[src/rtl/rotator_memory8.sv]
// Twiddle-factor ROM for the N=8 SDF FFT stage.
// It steps W8^k (k=0..3) while S=1 and outputs unity while S=0.
module rotator_memory8 #(
    parameter int W = 18
) (
    input  logic                clk,
    input  logic                rst,
    input  logic                S,
    output logic signed [W-1:0] rotator_real,
    output logic signed [W-1:0] rotator_img
);

    // Q2.16 constants; cos/sin(pi/4) rounded to 46341
    localparam logic signed [W-1:0] P_ONE  = W'(65536);
    localparam logic signed [W-1:0] N_ONE  = W'(-65536);
    localparam logic signed [W-1:0] P_R2   = W'(46341);
    localparam logic signed [W-1:0] N_R2   = W'(-46341);
    localparam logic signed [W-1:0] ZERO   = '0;

    logic [1:0]          k;
    logic signed [W-1:0] tab_re;
    logic signed [W-1:0] tab_im;

    always_comb begin
        tab_re = P_ONE;
        tab_im = ZERO;
        unique case (k)
            2'd0: begin
                tab_re = P_ONE;
                tab_im = ZERO;
            end
            2'd1: begin
                tab_re = P_R2;
                tab_im = N_R2;
            end
            2'd2: begin
                tab_re = ZERO;
                tab_im = N_ONE;
            end
            2'd3: begin
                tab_re = N_R2;
                tab_im = N_R2;
            end
        endcase
    end

    always_ff @(posedge clk) begin
        if (rst) begin
            k            <= 2'd0;
            rotator_real <= P_ONE;
            rotator_img  <= ZERO;
        end else if (S) begin
            k            <= k + 2'd1;
            rotator_real <= tab_re;
            rotator_img  <= tab_im;
        end else begin
            k            <= 2'd0;
            rotator_real <= P_ONE;
            rotator_img  <= ZERO;
        end
    end

endmodule

[config.mk]
export PLATFORM = sky130hd
export DESIGN_NAME = rotator_memory8
export DESIGN_NICKNAME = d
export VERILOG_FILES = /design/src/rtl/rotator_memory8.sv
export SDC_FILE = /design/constraint.sdc
export NUM_CORES = 1
export LEC_CHECK = 0
export CORE_MARGIN = 8
export CORE_UTILIZATION = 25
export CTS_CLUSTER_SIZE = 40
export DETAILED_ROUTE_END_ITERATION = 8
export PLACE_DENSITY = 0.59
export SYNTH_ARGS = -nofsm -noshare
export SYNTH_HDL_FRONTEND = slang
export SYNTH_SLANG_ARGS = --single-unit
[constraint.sdc]
create_clock -name clk -period 1.1 [get_ports clk]
set_input_delay 0.22 -clock clk [delete_from_list [all_inputs] [get_ports clk]]
set_output_delay 0.22 -clock clk [all_outputs]
set_load 0.01 [all_outputs]
== Word level (Yosys, flattened, before mapping) ==
Cells that the tools add are included.

* Mux-type cells: 2
* Bitwise operators: 1
* Add/subtract/negate cells: 1
* Reduce and logical (&&, ||, !) cells: 3
* Equal/unequal tests: 3

{| class="wikitable"
|+ Operators by type and width
! kind !! count
|-
| $pmux 18 s4 || 1
|-
| $pmux 18 s3 || 1
|-
| $eq 2x2->1 const B || 2
|-
| $reduce_or 2->1 || 2
|-
| $add 2x1->2 const B || 1
|-
| $eq 2x1->1 const B || 1
|-
| $logic_not 2->1 || 1
|-
| $not 1->1 || 1
|}

* Input bits: 3
* Output and inout bits: 36
* Register bits: 38
* Logic and storage cells: 13

== Logic depth before layout (Yosys ltp) ==
* Depth in word-level cells: 3
* Depth in mapped cells: 4
* Gate-level depth less buffers: 4

== Worst setup path after synthesis ==
Ideal clock, no wire load.

* Kind: reg-to-reg
* From: reg k[0]
* To: reg k[1]
* Setup time: 0.115 ns
* Path buffers: 0
* Cell stages (with the launch flop): 4
* Required time: 0.985 ns
* Clock period less this slack: 0.970 ns
* Arrival time: 0.855 ns
* Setup slack: 0.130 ns
* Path through: dfxtp_1 > inv_1 > ha_1 > and2_1

* Longest elaborated chain between the ends: 1

{| class="wikitable"
|+ RTL lines
! what !! line !! text
|-
| start, declared || 20 || <nowiki>logic [1:0] k;</nowiki>
|-
| start signal, assigned || 53 || <nowiki>k <= k + 2'd1;</nowiki>
|-
| $add 2x1->2 || 53 ||
|}

Every way passes these cells.
A chain may end at the register's enable or synchronous reset.

==> flow_summary_export.csv <==
group,metric,value,unit
synthesis,synth_top_family_by_area,"buffers and inverters",
cells_and_area,finalNetCount,81,
hold_path,hold_end,"k[0]",
synthesis,synth-simple-area-share,0.124,
hold_path,hp-start,"k[0]",
drt,drt_wl_total,1.08,mm
pwr,p_sw,0.145,mW
synthesis,yosysMostFrequentCell,"buf_4",
drt,top_layer,"met4",
synthesis,synth_compound_area_frac,0,
synthesis,synth_common_cells,"buf_4 (30), dfxtp_1 (8), ha_1 (5)",
timing,fin_crit,1.09,ns
drt,post_drt_wl_per_cell,11.1,um
synthesis,synth-adder-area-share,0.119,
clock_tree,clockRootBuffer,"clkbuf_4",
synthesis,synth_xor_area_frac,0,
setup_path,crit_required,0.88,ns
synthesis,synthTopCellsByArea,"buf_4 (43%), dfxtp_1 (31%), ha_1 (12%)",
setup_path,crit_path_start_kind,"flop",
clock_tree,cts_made_buffers,3,
die,core_area,1960,um^2
drt,drtIter0Drc,7,
global_route,grt_pass1_wl,1.34,mm
timing,fin_skew,0.00313,ns
setup_path,critical_path_class,"flop to primary output",
drt,viasPerCell,3.46,
pwr,vdd_drop_max,492,uV
cells_and_area,drive_gt1_frac,0.493,
synthesis,ys_warn_count,0,
timing,fmax,921,MHz
timing,hold_ws,0.537,ns
clock_tree,cts_tree,"done",
hold_path,hold_depth,2,
synthesis,synthMuxAreaShare,0,
synthesis,synth_cell_types,11,
cells_and_area,antennaDiodeCount,0,
synthesis,yosysTopAreaCellShare,0.430,
timing,hold_viol,0,
synthesis,ys_seq_area_frac,0.305,
run,cap_violations,0,
pwr,finalPower,0.600,mW
clock_tree,worst_skew_pair.late_latency,0.26,ns
die,ioPinCount,39,
setup_path,cp_max_fo,6,
die,die_area,3820,um^2
clock_tree,htree_levels,1,
pwr,switching_share,0.242,
timing,fin_crit_sh,0.987,
synthesis,synth-seq-cells,8,
timing,rsz0062_at_grt,"yes",
die,rows,16,
global_route,grt_max_degree,7,
setup_path,r2r_start,"k[1]",
clock_tree,cts.sink_count,8,
pwr,p_clk_frac,0.372,
cells_and_area,area_growth,25.5,%
synthesis,synth.largest_area_cell,"buf_4",
synthesis,async_flop_share,0,
drt,wl_met2,495,um
synthesis,synth_area,524,um^2
die,die_w,61.8,um
placed_design,place.port_buffers,32,
drt,drc,0,
global_route,antenna_found_initial,0,
pwr,p_per_area,911,nW/um^2
hold_path,hold_class,"flop to flop",
pwr,p_comb_frac,0.133,
pwr,p_int,0.454,mW
setup_path,timing.rr.end,"k[1]",
die,die_y,61.8,um
setup_path,critPathArrivalTime,0.87,ns
drt,drt_pre_antenna_iters,2,
placed_design,dp.cells,93,
pwr,p_leak,0.355,nW
drt,via_count,339,
global_route,overflow,0,
timing,finalMaxSlewViolations,0,
cells_and_area,finalNonFillerCells,98,
placed_design,place.gp.congestion,0.684,
timing,setup_viol_count_final,0,
synthesis,syn_area_per_cell,9.20,um^2
setup_path,r2r_cells,3,
clock_tree,cts_buffer_depth,2,
pwr,seqPwrFrac,0.495,
setup_path,cp-end-kind,"primary output",
global_route,grt_pass1_vias,300,
run_status,status,"completed",
drt,met3_length,249,um
drt,wl_met1,310,um
synthesis,synth_ff_type,"dfxtp_1",
clock_tree,clk_pin_slew,0.05,ns
drt,drtAntennaViolNets,0,
die,start_util,0.267,
synthesis,synth_edf_count,0,
synthesis,postSynthCellCount,57,
placed_design,place_hpwl,879,um
setup_path,worst-r2r-setup-slack,0.09,ns
global_route,grt_use_total,0.0531,
## critical path: stages, from the launching register on
cell and delay, ns:
dfxtp_4 0.36, buf_6 0.12, buf_2 0.13
## layer usage
metal  up-vias  GRT usage
met2        24     0.0901
met5         -          0
met1       147     0.0304
met3         4     0.0514
li1        164          -
met4         0     0.0487
## state kept, by name, summed over array words and instances, names as in the netlist
signal and cells:
rotator_img 2, k 2, rotator_real 4
## through the flow
step / instance area [um^2] / TNS (ns) / worst slack [ns] / util
floorplan: 543 / 0 / 0.130 / -
detailed placement: 687 / -4.27 / -0.183 / 0.350
finish: 658 / 0 / 0.0145 / 0.335
global route: 658 / -0.181 / -0.0211 / 0.335
global placement: 687 / -3.45 / -0.152 / 0.350
CTS: 706 / -0.0116 / -0.00309 / 0.360
## cell usage in the layout (no fill, tap or decap)
cell / count
clkdlybuf4s15_2: 5
dfxtp_1: 5
and2_1: 3
dlygate4sd2_1: 2
nand2_1: 1
nor2_1: 3
buf_6: 3
clkdlybuf4s15_1: 4
buf_4: 2
clkbuf_4: 3
buf_2: 15
clkdlybuf4s50_1: 2
ha_1: 5
conb_1: 6
dfxtp_4: 3
inv_1: 2
nand2b_4: 1
and2b_1: 1
clkbuf_2: 3
nor3_1: 2
## logic make-up (layout without fill, tap and decap cells)
| group | Yosys count | count (layout) |
|---|---|---|
| flip-flops | 8 | 8 |
| adder cells (fa/ha/maj) | 5 | 5 |
| buffers and inverters | 32 | 41 |
| other | 1 | 6 |
| AND/OR/NAND/NOR | 11 | 11 |
## final cells by class
class,instances,area [um^2]
clock buffers,3,22.5
fillers,236,1300
well taps,27,33.8
flip-flops and latches,8,171
multi-input cells,22,150
repair buffers,36,273
inverters,2,7.51
## power groups by stage
| stage | sequential [mW] | combinational, mW | clock [mW] |
|---|---|---|---|
| after floorplan | 0.312 | 0.0653 | 0 |
| after global placement | 0.309 | 0.0868 | 0 |
| after detailed placement | 0.309 | 0.0879 | 0 |
| after CTS | 0.298 | 0.0823 | 0.240 |
| after global routing | 0.297 | 0.0891 | 0.253 |
| final | 0.296 | 0.0800 | 0.223 |
## worst max path at each step
stage	from	to	slack, ns	cells after the start
2_1_floorplan	k[0]	k[1]	0.13	3
3_3_place_gp	rotator_real[14]	rotator_real[4]	-0.15	1
3_5_place_dp	rotator_img[14]	rotator_img[1]	-0.18	1
4_1_cts	rotator_real[14]	rotator_real[3]	-0.003	2
5_1_grt	rotator_real[14]	rotator_real[6]	-0.02	2
6_report	rotator_real[14]	rotator_real[3]	0.01	2
## what timing repair did
action,4_1_cts,5_1_grt
endpoints found under the setup margin,30,27
setup buffers,2,0
pin swaps,0,0
gates resized for setup,98,12
hold buffers,0,0
(Power assumes the default switching activity.)
==> edit 1, RTL diff (config.mk and constraints unchanged) <==
Make the reset (`rst`) asynchronous in one clocked block.
--- a/src/rtl/rotator_memory8.sv
+++ b/src/rtl/rotator_memory8.sv
@@ -44,7 +44,7 @@
         endcase
     end
 
-    always_ff @(posedge clk) begin
+    always_ff @(posedge clk or posedge rst) begin
         if (rst) begin
             k            <= 2'd0;
             rotator_real <= P_ONE;
Formal check against the unedited RTL: differs if rst is asserted again (counterexample within 4 cycles, from zero or initial values and one cycle with rst high); with rst held inactive, the same outputs for 10 cycles.
==> edit 1 against the unedited design <==
  * The flow now finishes with violations (setup timing)
  * Die area is 0.36% lower
  * Highest routed layer is now met3
  * Design area is 9.1% higher
  * Worst setup slack worse by 58 ps
  * Synthesized area is 0.48% lower
  * Core utilization is 3.1 points higher
  * Sequential cell count is 1 lower
  * Routed wire length is 6.4% higher
Power is not compared: it rests on default switching activity, and its combinational part moved more than twofold at a synthesized area within 25%.
==> edit 1: results (changes against the unedited design) <==
ROUTE
---------------------------------------------------------------------------------
Initial DRC count                                                               1   was 7
Drt wl/cell                                                               12.3 um   was 11.1 um
Detailed-route vias per instance                                             3.29   was 3.46

TIMING
---------------------------------------------------------------------------------
Final setup violation count                                                    20   was 0
Slack of the critical path                                               -43.3 ps   was 14.5 ps
Clock tree skew after final layout                                       0.235 ps   was 3.13 ps
Worst Hold Slack                                                           223 ps   was 537 ps

SYNTHESIS
---------------------------------------------------------------------------------
Predominant post-synthesis flop cell                                      dfrtp_1   was dfxtp_1
Synthesized netlist cell count                                                 53   was 57
Largest cells by area after synthesis                                buf_4, dfrtp_1, ha_1   was buf_4, dfxtp_1, ha_1
Number of distinct library cells after synthesis                               10   was 11
Top cells by instance count after synthesis                          buf_4, dfrtp_1, ha_1   was buf_4, dfxtp_1, ha_1
Asr flop ratio synth                                                         1.00   was 0

GLOBAL ROUTE
---------------------------------------------------------------------------------
Initial antenna violation count                                                 0   unchanged
Maximum number of pins on one net before global-route repair                    8   was 7
Via count of the first global-routing pass                                    308   was 300
Global-route wire length before repair                                    1.53 mm   was 1.34 mm
Total routing resource utilization after global routing                    0.0561   was 0.0531

CRITICAL PATH
---------------------------------------------------------------------------------
Capture point of the worst path                                      rotator_img[6]   was rotator_real[3]
Critical register-to-register path endpoint                          k[1]$_DFF_PP0_   was k[1]$_SDFF_PP0_
Worst Setup SP                                                       rotator_img[14]$_DFF_PP0_   was rotator_real[14]$_SDFF_PP0_
Endpoint arrival time on the critical path                                 920 ps   was 870 ps
Start of the worst register-to-register path                         k[0]$_DFF_PP0_   was k[1]$_SDFF_PP0_
Standard cell with the maximum stage delay on the critical path           dfrtp_2   was dfxtp_4
CP Max Fanout                                                                   5   was 6
Delay of the slowest cell on the worst path                                420 ps   was 360 ps

OUTCOME
---------------------------------------------------------------------------------
Result of the run                                                    complete, but fails checks   was finished, final reports clean
Violated checks                                                      setup timing

PLACE
---------------------------------------------------------------------------------
Worst Setup Slack post-DPL                                                -211 ps   was -183 ps
Routability Congestion                                                      0.701   was 0.684
Sum of net half-perimeters after detailed placement                        866 um   was 879 um
Placement-stage cell area                                                662 um^2   was 687 um^2

HOLD PATH
---------------------------------------------------------------------------------
Kind of path behind the tightest hold check                          input pin to asynchronous set/reset pin   was flop to flop

FINAL LAYOUT
---------------------------------------------------------------------------------
Post-route insts no fill                                                       94   was 98
Biggest registers after layout                                       rotator_real: 3 flops, k: 2 flops, rotator_img: 2 flops   was rotator_real: 4 flops, k: 2 flops, rotator_img: 2 flops
Number of nets in the finished design                                          75   was 81
Share of post-route cells with drive strength above 1                       0.642   was 0.493

CLOCKING
---------------------------------------------------------------------------------
Register clock-pin slew on the reported worst setup and hold paths          50 ps   about the same

[edit 1: changes by cell type after synthesis, moves of 2 or more]
cell	before	now
and2b_2	0	2
dfrtp_1	0	6
nor3_1	2	0
nor2_1	3	0
dfxtp_1	8	0
[edit 1: what timing repair did]
action,4_1_cts,5_1_grt
setup buffers,4,0
endpoints found under the setup margin,30,25
gates resized for setup,133,21
[edit 1: layer usage]
layer  GRT usage  routed length, um
met4      0.0390                  0
met2       0.100                607
met3      0.0438                248
met5           0                  0
met1      0.0379                295
[edit 1: area by class of cell]
type | instances | area, um^2
clock buffers | 4 | 26.3
fillers | 228 | 1240
inverters | 3 | 11.3
multi-input cells | 17 | 120
flip-flops and latches | 7 | 180
well taps | 27 | 33.8
repair buffers | 36 | 347
[edit 1: kinds of logic (layout without fill, tap and decap cells)]
family          after synthesis  after routing  share of synthesized area
flops                         7              7                      0.338
buf+inv                      34             43                      0.468
fa+ha+maj                     4              4                     0.0959
other cells                   1              6                    0.00719
simple gates                  6              6                     0.0767
compound gates                1              1                     0.0144
==> edit 2, RTL diff (same flow settings) <==
Made on the original files. Set the parameter `W` to 14 (it was 18).
--- a/src/rtl/rotator_memory8.sv
+++ b/src/rtl/rotator_memory8.sv
@@ -1,7 +1,7 @@
 // Twiddle-factor ROM for the N=8 SDF FFT stage.
 // It steps W8^k (k=0..3) while S=1 and outputs unity while S=0.
 module rotator_memory8 #(
-    parameter int W = 18
+    parameter int W = 14
 ) (
     input  logic                clk,
     input  logic                rst,
Ports: changed (resized rotator_img and rotator_real); port bits go from 39 to 31. No check against the original RTL was run, so the function may have changed too.
==> edit 2 against the unedited design <==
  * Design area decreased by 41%
  * Synthesized cell count decreased by 26%
  * Synthesized area decreased by 30%
  * Hold slack got worse by 83 ps
  * Sequential power decreased by 37%
  * Power decreased by 24%
  * Sequential cell count decreased by 3
  * Routed wire length decreased by 36%
  * Critical path depth decreased by 1
  * Combinational power decreased by 32%
  * Worst setup slack improved by 51 ps
==> edit 2: results (changes against the unedited design) <==
CRITICAL PATH
------------------------------------------------------------------------------
Worst-case register-to-register setup slack                             330 ps   was 90 ps
Endpoint arrival time on the critical path                              810 ps   was 870 ps
CP Max Fanout                                                                5   was 6

PLACE
------------------------------------------------------------------------------
Placement-stage cell area                                             462 um^2   was 687 um^2
Cell count after placement                                                  61   was 93
Port Buffer Count                                                           25   was 32
Routability Congestion                                                   0.672   was 0.684

FINAL LAYOUT
------------------------------------------------------------------------------
Share of the core filled with cells                                      0.293   was 0.335
Number of fill cells                                                       154   was 236
Biggest registers after layout                                    k: 2 flops, rotator_real: 2 flops, rotator_img: 1 flops   was rotator_real: 4 flops, k: 2 flops, rotator_img: 2 flops

SYNTHESIS
------------------------------------------------------------------------------
Adder-cell share of the synthesized area                                0.0685   was 0.119
Share of the yosys chip area belonging to registers                      0.274   was 0.305
Synthesized netlist cell count                                              42   was 57
Synthesized-area fraction occupied by ao, oa, aoi and oai cells         0.0240   was 0
Number of distinct library cells after synthesis                             8   was 11
Area fraction of the dominant cell type after synthesis                  0.514   was 0.430
Top cells by instance count after synthesis                       buf_4, dfxtp_1, nor2_1   was buf_4, dfxtp_1, ha_1

GLOBAL ROUTE
------------------------------------------------------------------------------
Via count of the first global-routing pass                                 211   was 300
Maximum number of pins on one net before global-route repair                11   was 7
Global-route wire length before repair                                  917 um   was 1.34 mm
Total routing resource utilization after global routing                 0.0473   was 0.0531

ROUTE
------------------------------------------------------------------------------
Initial DRC count                                                            0   was 7
Routed WL                                                               694 um   was 1.08 mm
Iteration count of the initial detailed-routing pass                         1   was 2

OUTCOME
------------------------------------------------------------------------------
Result of the run                                                 finished, final reports clean   unchanged

CLOCKING
------------------------------------------------------------------------------
Later-pin clock latency in the skew report                              240 ps   was 260 ps
Post-CTS Repair Setup Buffers                                                0   was 2

HOLD PATH
------------------------------------------------------------------------------
Hold depth                                                                   1   was 2

POWER
------------------------------------------------------------------------------
Worst IR Drop VDD                                                     0.507 mV   was 0.492 mV

==> edit 2: repair_timing <==
item | 4_1_cts | 5_1_grt
gates resized for setup | 54 | 31
hold endpoints to repair | 0 | 0
endpoints found under the setup margin | 23 | 23
==> edit 2: cell type report <==
| type | instances | area share |
|---|---|---|
| Timing Repair Buffer | 25 | 0.362 |
| Sequential cell | 5 | 0.285 |
| Multi-Input combinational cell | 13 | 0.208 |
| Clock buffer | 4 | 0.0673 |
| Tap cell | 15 | 0.0481 |
| Inverter | 3 | 0.0288 |
==> edit 2: layer usage <==
metal	track usage	routed length, um	vias up
met1	0.0431	259	90
li1	-	-	111
met5	0	0	-
met4	0.0246	0	0
met3	0.0759	282	0
met2	0.0477	152	32
==> edit 2: worst max path at each step <==
stage,slack (ps),end,startpoint
global placement,-150,rotator_img[5],rotator_img[9]$_SDFF_PP0_
floorplan,220,rotator_img[11],rotator_img[9]$_SDFF_PP0_
CTS,-30,rotator_real[9],rotator_real[11]$_SDFF_PP0_
finish,70,rotator_real[12],rotator_real[12]$_SDFF_PP0_
global route,10,rotator_real[12],rotator_real[12]$_SDFF_PP0_
detailed placement,-190,rotator_img[5],rotator_img[9]$_SDFF_PP0_
==> edit 2: logic make-up (layout without fill, tap and decap cells) <==
group / after synthesis / count (layout)
DFF: 5 / 5
and+or+nand+nor: 5 / 5
buffers and inverters: 28 / 32
adders and majority gates: 2 / 2
other: 1 / 5
AOI/OAI and AO/OA: 1 / 1
==> edit 2: power by group <==
group | internal, mW | total (mW) | leakage [nW] | switching (mW)
combinational | 0.0235 | 0.0546 | 0.174 | 0.0311
sequential | 0.182 | 0.187 | 0.0431 | 0.00543
clock | 0.137 | 0.212 | 0.0150 | 0.0751
==> edit 2: stage by stage <==
stage / hold WS (ps) / power, mW
2_1_floorplan: 364 / 0.255
3_3_place_gp: 439 / 0.264
3_5_place_dp: 447 / 0.265
4_1_cts: 458 / 0.482
5_1_grt: 488 / 0.495
6_report: 453 / 0.454
